`src/rtl/display_frame_sequencer_pkg.sv`:
```
// Shared constants, state encoding and helpers for the display frame sequencer.
package display_pkg;

   localparam int PIX_W     = 24;
   localparam int FCNT_W    = 16;
   localparam int DEF_H_RES = 640;
   localparam int DEF_V_RES = 480;

   typedef enum logic [2:0] {
      ST_IDLE      = 3'd0,
      ST_FETCH     = 3'd1,
      ST_WAIT_DATA = 3'd2,
      ST_ISSUE     = 3'd3,
      ST_ARM       = 3'd4,
      ST_WAIT_DRV  = 3'd5,
      ST_DONE      = 3'd6
   } seq_state_e;

   // Completed-frame counter step; wraps naturally at the counter width.
   function automatic logic [FCNT_W-1:0] fcnt_next(input logic [FCNT_W-1:0] cnt);
      return cnt + FCNT_W'(1);
   endfunction

endpackage

```
`src/rtl/display_frame_sequencer_if.sv`:
```
// Frame-buffer read port and pixel-driver handshake, as seen by the sequencer.
interface display_frame_sequencer_if #(
   parameter int ADDR_W = 19
);
   import display_pkg::*;

   logic              mem_rd_en;
   logic [ADDR_W-1:0] mem_addr;
   logic [PIX_W-1:0]  mem_rd_data;
   logic [PIX_W-1:0]  drv_rgb;
   logic              drv_valid;
   logic              drv_busy;

   modport master (
      output mem_rd_en, mem_addr, drv_rgb, drv_valid,
      input  mem_rd_data, drv_busy
   );

   modport slave (
      input  mem_rd_en, mem_addr, drv_rgb, drv_valid,
      output mem_rd_data, drv_busy
   );

endinterface

```
`src/rtl/display_frame_sequencer_raster_counter.sv`:
```
// Row-major raster position and linear frame-buffer address for one frame.
module raster_counter #(
   parameter int H_RES  = 640,
   parameter int V_RES  = 480,
   parameter int ADDR_W = 19,
   parameter int XW     = 10,
   parameter int YW     = 9
) (
   input  logic              clk,
   input  logic              rst_n,
   input  logic              clr_i,
   input  logic              adv_i,
   output logic [XW-1:0]     x_o,
   output logic [YW-1:0]     y_o,
   output logic [ADDR_W-1:0] addr_o,
   output logic              last_o
);

   localparam logic [XW-1:0] X_LAST = XW'(H_RES - 1);
   localparam logic [YW-1:0] Y_LAST = YW'(V_RES - 1);

   logic [XW-1:0]     x_q;
   logic [YW-1:0]     y_q;
   logic [ADDR_W-1:0] addr_q;

   // Position register: cleared at frame start, stepped one pixel per advance.
   always_ff @(posedge clk or negedge rst_n) begin
      if (!rst_n) begin
         x_q    <= '0;
         y_q    <= '0;
         addr_q <= '0;
      end else if (clr_i) begin
         x_q    <= '0;
         y_q    <= '0;
         addr_q <= '0;
      end else if (adv_i) begin
         addr_q <= addr_q + ADDR_W'(1);
         if (x_q == X_LAST) begin
            x_q <= '0;
            y_q <= y_q + YW'(1);
         end else begin
            x_q <= x_q + XW'(1);
         end
      end
   end

   assign x_o    = x_q;
   assign y_o    = y_q;
   assign addr_o = addr_q;
   assign last_o = (x_q == X_LAST) && (y_q == Y_LAST);

endmodule

```
`src/rtl/display_frame_sequencer.sv`:
```
// Streams one frame from the frame buffer (or a constant test colour) into the
// single-pixel display driver, one outstanding pixel at a time.
module display_frame_sequencer
   import display_pkg::*;
#(
   parameter int  H_RES   = DEF_H_RES,
   parameter int  V_RES   = DEF_V_RES,
   parameter int  ADDR_W  = 19,
   parameter int  MEM_LAT = 2,
   localparam int XW      = (H_RES > 1) ? $clog2(H_RES) : 1,
   localparam int YW      = (V_RES > 1) ? $clog2(V_RES) : 1
) (
   input  logic                      clk,
   input  logic                      rst_n,
   input  logic                      start,
   input  logic                      abort,
   input  logic                      pattern_en,
   input  logic [PIX_W-1:0]          pattern_rgb,
   display_frame_sequencer_if.master bus,
   output logic                      frame_active,
   output logic                      frame_done,
   output logic [XW-1:0]             pixel_x,
   output logic [YW-1:0]             pixel_y,
   output logic [FCNT_W-1:0]         frame_count
);

   localparam int LW = $clog2(MEM_LAT + 1);

   seq_state_e        state_q;
   logic [LW-1:0]     lat_q;
   logic [PIX_W-1:0]  data_q;
   logic              pat_q;
   logic              rd_en_q;
   logic [PIX_W-1:0]  rgb_q;
   logic              valid_q;
   logic              active_q;
   logic              done_q;
   logic [FCNT_W-1:0] fcnt_q;

   logic              cnt_clr_s;
   logic              cnt_adv_s;
   logic              last_s;
   logic [ADDR_W-1:0] addr_s;

   // Raster counter controls; abort freezes position until the next start.
   always_comb begin
      cnt_clr_s = 1'b0;
      cnt_adv_s = 1'b0;
      if (abort) begin
         cnt_clr_s = 1'b0;
         cnt_adv_s = 1'b0;
      end else if (state_q == ST_IDLE) begin
         cnt_clr_s = start;
      end else if (state_q == ST_WAIT_DRV) begin
         cnt_adv_s = !bus.drv_busy && !last_s;
      end else begin
         cnt_adv_s = 1'b0;
      end
   end

   raster_counter #(
      .H_RES  (H_RES),
      .V_RES  (V_RES),
      .ADDR_W (ADDR_W),
      .XW     (XW),
      .YW     (YW)
   ) u_raster (
      .clk    (clk),
      .rst_n  (rst_n),
      .clr_i  (cnt_clr_s),
      .adv_i  (cnt_adv_s),
      .x_o    (pixel_x),
      .y_o    (pixel_y),
      .addr_o (addr_s),
      .last_o (last_s)
   );

   // Frame sequencing FSM with all handshake outputs registered.
   always_ff @(posedge clk or negedge rst_n) begin
      if (!rst_n) begin
         state_q  <= ST_IDLE;
         lat_q    <= '0;
         data_q   <= '0;
         pat_q    <= 1'b0;
         rd_en_q  <= 1'b0;
         rgb_q    <= '0;
         valid_q  <= 1'b0;
         active_q <= 1'b0;
         done_q   <= 1'b0;
         fcnt_q   <= '0;
      end else if (abort && (state_q != ST_IDLE)) begin
         state_q  <= ST_IDLE;
         rd_en_q  <= 1'b0;
         valid_q  <= 1'b0;
         active_q <= 1'b0;
         done_q   <= 1'b0;
      end else begin
         rd_en_q <= 1'b0;
         valid_q <= 1'b0;
         done_q  <= 1'b0;
         case (state_q)
            ST_IDLE: begin
               if (start && !abort) begin
                  pat_q    <= pattern_en;
                  active_q <= 1'b1;
                  state_q  <= ST_FETCH;
               end
            end
            ST_FETCH: begin
               if (pat_q) begin
                  state_q <= ST_ISSUE;
               end else begin
                  rd_en_q <= 1'b1;
                  lat_q   <= LW'(MEM_LAT);
                  state_q <= ST_WAIT_DATA;
               end
            end
            // Count reaches zero on the cycle the read data is on the bus.
            ST_WAIT_DATA: begin
               if (lat_q == '0) begin
                  data_q  <= bus.mem_rd_data;
                  state_q <= ST_ISSUE;
               end else begin
                  lat_q <= lat_q - LW'(1);
               end
            end
            ST_ISSUE: begin
               if (!bus.drv_busy) begin
                  rgb_q   <= pat_q ? pattern_rgb : data_q;
                  valid_q <= 1'b1;
                  state_q <= ST_ARM;
               end
            end
            // The driver only raises busy a cycle after it sees valid.
            ST_ARM: begin
               state_q <= ST_WAIT_DRV;
            end
            ST_WAIT_DRV: begin
               if (!bus.drv_busy) begin
                  state_q <= last_s ? ST_DONE : ST_FETCH;
               end
            end
            ST_DONE: begin
               done_q   <= 1'b1;
               fcnt_q   <= fcnt_next(fcnt_q);
               active_q <= 1'b0;
               state_q  <= ST_IDLE;
            end
            default: begin
               active_q <= 1'b0;
               state_q  <= ST_IDLE;
            end
         endcase
      end
   end

   assign bus.mem_rd_en = rd_en_q;
   assign bus.mem_addr  = addr_s;
   assign bus.drv_rgb   = rgb_q;
   assign bus.drv_valid = valid_q;
   assign frame_active  = active_q;
   assign frame_done    = done_q;
   assign frame_count   = fcnt_q;

endmodule

```
`src/flat_wrapper.sv`:
```
// flat-port wrapper written by rule: the top's interface ports become plain ports
module display_frame_sequencer_flat import display_pkg::*;
#(
   parameter int  H_RES   = DEF_H_RES,
   parameter int  V_RES   = DEF_V_RES,
   parameter int  ADDR_W  = 19,
   parameter int  MEM_LAT = 2,
   localparam int XW      = (H_RES > 1) ? $clog2(H_RES) : 1,
   localparam int YW      = (V_RES > 1) ? $clog2(V_RES) : 1
)
  (clk, rst_n, start, abort, pattern_en, pattern_rgb, frame_active, frame_done, pixel_x, pixel_y, frame_count, bus_mem_rd_en, bus_mem_addr, bus_drv_rgb, bus_drv_valid, bus_mem_rd_data, bus_drv_busy);
  display_frame_sequencer_if #(.ADDR_W(ADDR_W)) bus_i ();
  input  logic clk;
  input  logic rst_n;
  input  logic start;
  input  logic abort;
  input  logic pattern_en;
  input  logic [PIX_W-1:0] pattern_rgb;
  output logic frame_active;
  output logic frame_done;
  output logic [XW-1:0] pixel_x;
  output logic [YW-1:0] pixel_y;
  output logic [FCNT_W-1:0] frame_count;
  output wire logic [$bits(bus_i.mem_rd_en)-1:0] bus_mem_rd_en;
  output wire logic [$bits(bus_i.mem_addr)-1:0] bus_mem_addr;
  output wire logic [$bits(bus_i.drv_rgb)-1:0] bus_drv_rgb;
  output wire logic [$bits(bus_i.drv_valid)-1:0] bus_drv_valid;
  input wire logic [$bits(bus_i.mem_rd_data)-1:0] bus_mem_rd_data;
  input wire logic [$bits(bus_i.drv_busy)-1:0] bus_drv_busy;
  assign bus_mem_rd_en = bus_i.mem_rd_en;
  assign bus_mem_addr = bus_i.mem_addr;
  assign bus_drv_rgb = bus_i.drv_rgb;
  assign bus_drv_valid = bus_i.drv_valid;
  assign bus_i.mem_rd_data = bus_mem_rd_data;
  assign bus_i.drv_busy = bus_drv_busy;
  display_frame_sequencer #(.H_RES(H_RES), .V_RES(V_RES), .ADDR_W(ADDR_W), .MEM_LAT(MEM_LAT)) u_core (.clk(clk), .rst_n(rst_n), .start(start), .abort(abort), .pattern_en(pattern_en), .pattern_rgb(pattern_rgb), .bus(bus_i), .frame_active(frame_active), .frame_done(frame_done), .pixel_x(pixel_x), .pixel_y(pixel_y), .frame_count(frame_count));
endmodule
```
`config.mk`:
```
export PLATFORM = sky130hd
export DESIGN_NAME = display_frame_sequencer_flat
export DESIGN_NICKNAME = d
export VERILOG_FILES = /design/src/rtl/display_frame_sequencer_pkg.sv /design/src/rtl/display_frame_sequencer_if.sv /design/src/rtl/display_frame_sequencer_raster_counter.sv /design/src/rtl/display_frame_sequencer.sv /design/src/flat_wrapper.sv
export SDC_FILE = /design/constraint.sdc
export NUM_CORES = 1
export LEC_CHECK = 0
export ABC_AREA = 1
export ABC_CLOCK_PERIOD_IN_PS = 1800
export CAP_MARGIN = 20
export CELL_PAD_IN_SITES_DETAIL_PLACEMENT = 0
export CELL_PAD_IN_SITES_GLOBAL_PLACEMENT = 1
export CORE_AREA = 10 10 125 127
export DETAILED_ROUTE_END_ITERATION = 10
export DIE_AREA = 0 0 135 137
export DONT_BUFFER_PORTS = 1
export PLACE_DENSITY_LB_ADDON = 0.08
export SYNTH_ARGS = -nofsm -noshare
export SYNTH_HDL_FRONTEND = slang
export SYNTH_SLANG_ARGS = --single-unit
```
`constraint.sdc`:
```
create_clock -name clk -period 1.8 [get_ports clk]
set_clock_uncertainty 0.1 [all_clocks]
set_input_delay 0.36 -clock clk [delete_from_list [all_inputs] [get_ports clk]]
set_output_delay 0.36 -clock clk [all_outputs]
set_load 0.02 [all_outputs]
```
==> summary by stage <==
Outcome
The run finished, with violations left. The checks that failed: negative hold slack.

STA
Setup violations remaining at the end of the flow were counted as 0. The total count of hold-check failures in the final report came to 112. The worst slack on hold paths is -0.397 ns. The total count of max-transition violations in the final report was 0. The final critical-path setup slack is about 0.055 ns. The worst pin sits at a relative slew slack of 70.4%. The highest clock rate is between 0.5 and 0.6 GHz. After layout, the worst path uses between 90% and 100% of the clock period.

The post-route setup TNS is 0 ns. Setup repair after global routing could not meet its margin everywhere. For the pin with the worst max-slew slack, the measured transition is roughly 0.44 ns. The smallest clock period supported by the final layout is computed as approximately 1.7 ns.

Synth
The biggest area contributor in the post-synthesis netlist is dfrtp_1. The most used flip-flop cell after synthesis is dfrtp_1. Yosys attributes the largest share of cell area to dfrtp_1, nand2_1, nor2_1.

The leading cell type by number of instances after synthesis is nand2_1. After synthesis, flip-flops and latches occupy between 40% and 50% of the total area. The share of the synthesized area in the top cell type is between 40% and 50%. The net count after synthesis is roughly 750.

The synthesized netlist occupies a cell area of around 5800 µm². The number of instances in the synthesized netlist is ~700. The synthesized design contains 112 register bits. Each instance of the synthesized netlist takes up on average roughly 8.4 µm². The number of enable-type register cells in the synthesized netlist is 0. The total number of yosys warnings is 0.

Ranked by instance count, the synthesized netlist is headed by nand2_1, dfrtp_1, nor2_1. Synthesis instantiated 37 different standard cells from the library. The share of flip-flops with an asynchronous set or reset is 100%.

Placement
The last weighted congestion value of the routability-driven placer is 0.849. After legalization and detailed placement, the total HPWL measured 11000 µm. Before CTS, the worst setup slack after placement is -0.0595 ns. During placement, the flow inserted port buffers numbering 0.

Setup path
The critical path goes through ha_1, nand2_2, nor2_4, nand2_2, nor2_4, nand2_2, nand3_4, nand2_4, buf_12, nand2_4, nand2_1, nand2_1. At the worst endpoint, the arrival time is between 1.5 and 2 ns. Among the stages of the critical path, the cell type that occurs most often is nand2_2. The category of the worst setup path launch point is a flop. STA classifies the critical path endpoint as a flop. The worst reg2reg path depth is 12. The highest cell delay on the worst timing path is approximately 0.40 ns. The maximum net fanout on the critical path is 9. The critical path in this run is classified as reg2reg. The slowest cell on the critical path is dfrtp_2. The required time at the worst-slack endpoint is ~1.9 ns.

Die
During I/O placement, the number of pins put on the boundary was about 140. The die boundary height is roughly 140 µm. The initialized floorplan defines 42 standard-cell rows. The floorplan step defined a core boundary enclosing around 13000 µm². The initial cell density of the core is approximately 45%. The horizontal extent of the die is about 140 µm. The die covers ~18000 µm².

Global routing
The first global-routing pass estimated ~24000 µm of wire. The number of global-route vias before repair came to about 4600. The total global-route track usage is 15.9%.

The initial antenna violation count is 0. Global routing finished with a remaining overflow of 0. Entering global routing, the biggest net connects about 110 pins.

Clock tree
The clock transition time at the flip-flop clock pins of the worst setup and hold paths is 0.07 ns. The number of buffers created by CTS is 9. The depth of the CTS H-tree is 3. The maximum clock insertion buffer count is 2.

The clock drives between 100 and 150 sinks. The clock tree from TritonCTS is built. The buffer type at the clock tree root is clkbuf_16. The clock latency of the later-clocked register in the worst-skew pair is around 0.35 ns.

Layout
Compared with the post-synthesis result, the final layout area differs by 18.8%. Of the cells placed in the final design, the portion with a size suffix greater than 1 is between 20% and 30%. The number of antenna diodes in the final layout is 0. The net count of the finished layout is 821.

Power and ir drop
Dividing total power by cell area gives a power density of between 1000 and 1500 nW/µm². The worst voltage drop across the vdd grid is 594 µV. For this design the static power due to leakage is about 0.0034 µW.

Summing internal, switching and leakage power gives between 9000 and 10000 µW.

Worst hold path
The type of the tightest min-delay check is in2async.

Route
The routed design has between 15000 and 20000 µm of wire. The remaining number of nets flagged by the antenna check after routing is 0. After detailed routing, the number of remaining DRC violations is 0. The first detailed-routing pass ran for 5 iterations. In the routed layout, each cell is associated on average with a via count of slightly above 5.

The via count of the routed design is around 4800. The initial DRC count is roughly 370. In the final routed layout, each cell accounts on average for around 16 µm.

Job
The total of max-cap violations is 0.
[layer usage]
| layer | part of all wire, % | GRT usage [%] |
|---|---|---|
| met1 | 44 | 19.9 |
| met2 | 46 | 24.8 |
| met3 | 8.8 | 5.98 |
| met5 | 0 | 0 |
| met4 | 1.3 | 5.56 |
[sequential cells by signal (all words and copies together), names as in the netlist]
register and count:
u_core.state_q 3, u_core.bus.drv_rgb 24, u_core.u_raster.y_o 9, u_core.frame_active 1
u_core.frame_count 16, u_core.bus.mem_rd_en 1, u_core.pat_q 1, u_core.u_raster.addr_o 19
u_core.u_raster.x_o 10, u_core.frame_done 1, u_core.data_q 24, u_core.bus.drv_valid 1
u_core.lat_q 2
[timing repair]
action | 4_1_cts | 5_1_grt
endpoints found under the hold margin | 112 | 112
endpoints found under the setup margin | 35 | 66
resized for setup | 7 | 16
pin swaps | 0 | 5
gates cloned | 0 | 2
setup buffers | 0 | 10
[cells by family (layout without fill, tap and decap cells)]
logic type      after synthesis  after routing  share of synthesized area [%]
buf+inv                      73            145                           6.02
simple gates                407            407                           30.4
fa+ha+maj                     5              5                           1.07
mux                          24             24                           5.92
xor+xnor                     22             22                           3.30
compound gates               52             52                           5.29
flops                       112            112                           48.0
[layout by cell type (no fill, tap or decap), drive strengths merged]
cell,synthesis,final
nand2,230,230
dfrtp,112,112
nor2,90,90
buf,21,80
nand3,50,50
inv,47,48
a31oi,24,24
mux2,24,24
nand4,16,16
o21ai,15,15
xor2,14,14
clkbuf,5,11
nor3,11,11
xnor2,8,8
a21oi,7,7
ha,5,5
clkinv,0,4
nor3b,3,3
or2,3,3
nand3b,2,2
o21bai,2,2
and2,2,2
clkinvlp,0,2
o21a,1,1
o211a,1,1
a32oi,1,1
a21boi,1,1
[critical path, delay by kind of cell (launching register included)]
kind                     cells  cell delay (ns)
AND/OR/NAND/NOR             10             0.79
flip-flops                   1             0.40
adder cells (fa/ha/maj)      1             0.22
buffers and inverters        1             0.14
[area by class of cell]
type                    instances  area, µm²
fillers                      1271       6150
inverters                      47        179
well taps                     176        220
repair buffers                 82        712
multi-input cells             510       2730
flip-flops and latches        112       2810
clock inverters                 7       57.6
clock buffers                   9        225
[worst paths after layout]
kind / start / end / slack, ns
setup reg to reg: u_core.u_raster.x_o[0] / u_core.u_raster.y_o[4] / 0.06
max in group asynchronous: rst_n / u_core.u_raster.x_o[1] / 1.78
hold / removal: rst_n / u_core.bus.drv_rgb[4] / -0.40
setup / recovery: u_core.u_raster.x_o[0] / u_core.u_raster.y_o[4] / 0.06
min in group clk: pattern_en / u_core.pat_q / 0.04
hold reg to reg: u_core.lat_q[0] / u_core.lat_q[0] / 0.41
[report_power, final]
group | switching [µW] | internal, µW | total [µW]
combinational | 1790 | 1450 | 3240
sequential | 1000 | 3340 | 4340
clock | 951 | 955 | 1910
total | 3740 | 5750 | 9490
[metrics by stage]
stage          instances  area [µm²]  hold WS (ns)  util, %
2_1_floorplan        695        5840       -0.0356        -
3_3_place_gp         915        6460       -0.0320     49.4
3_5_place_dp         915        6460       -0.0314     49.4
4_1_cts              931        6760        -0.412     51.7
5_1_grt              943        6940        -0.422     53.0
6_report             943        6940        -0.397     53.0
(Power assumes the default switching activity.)
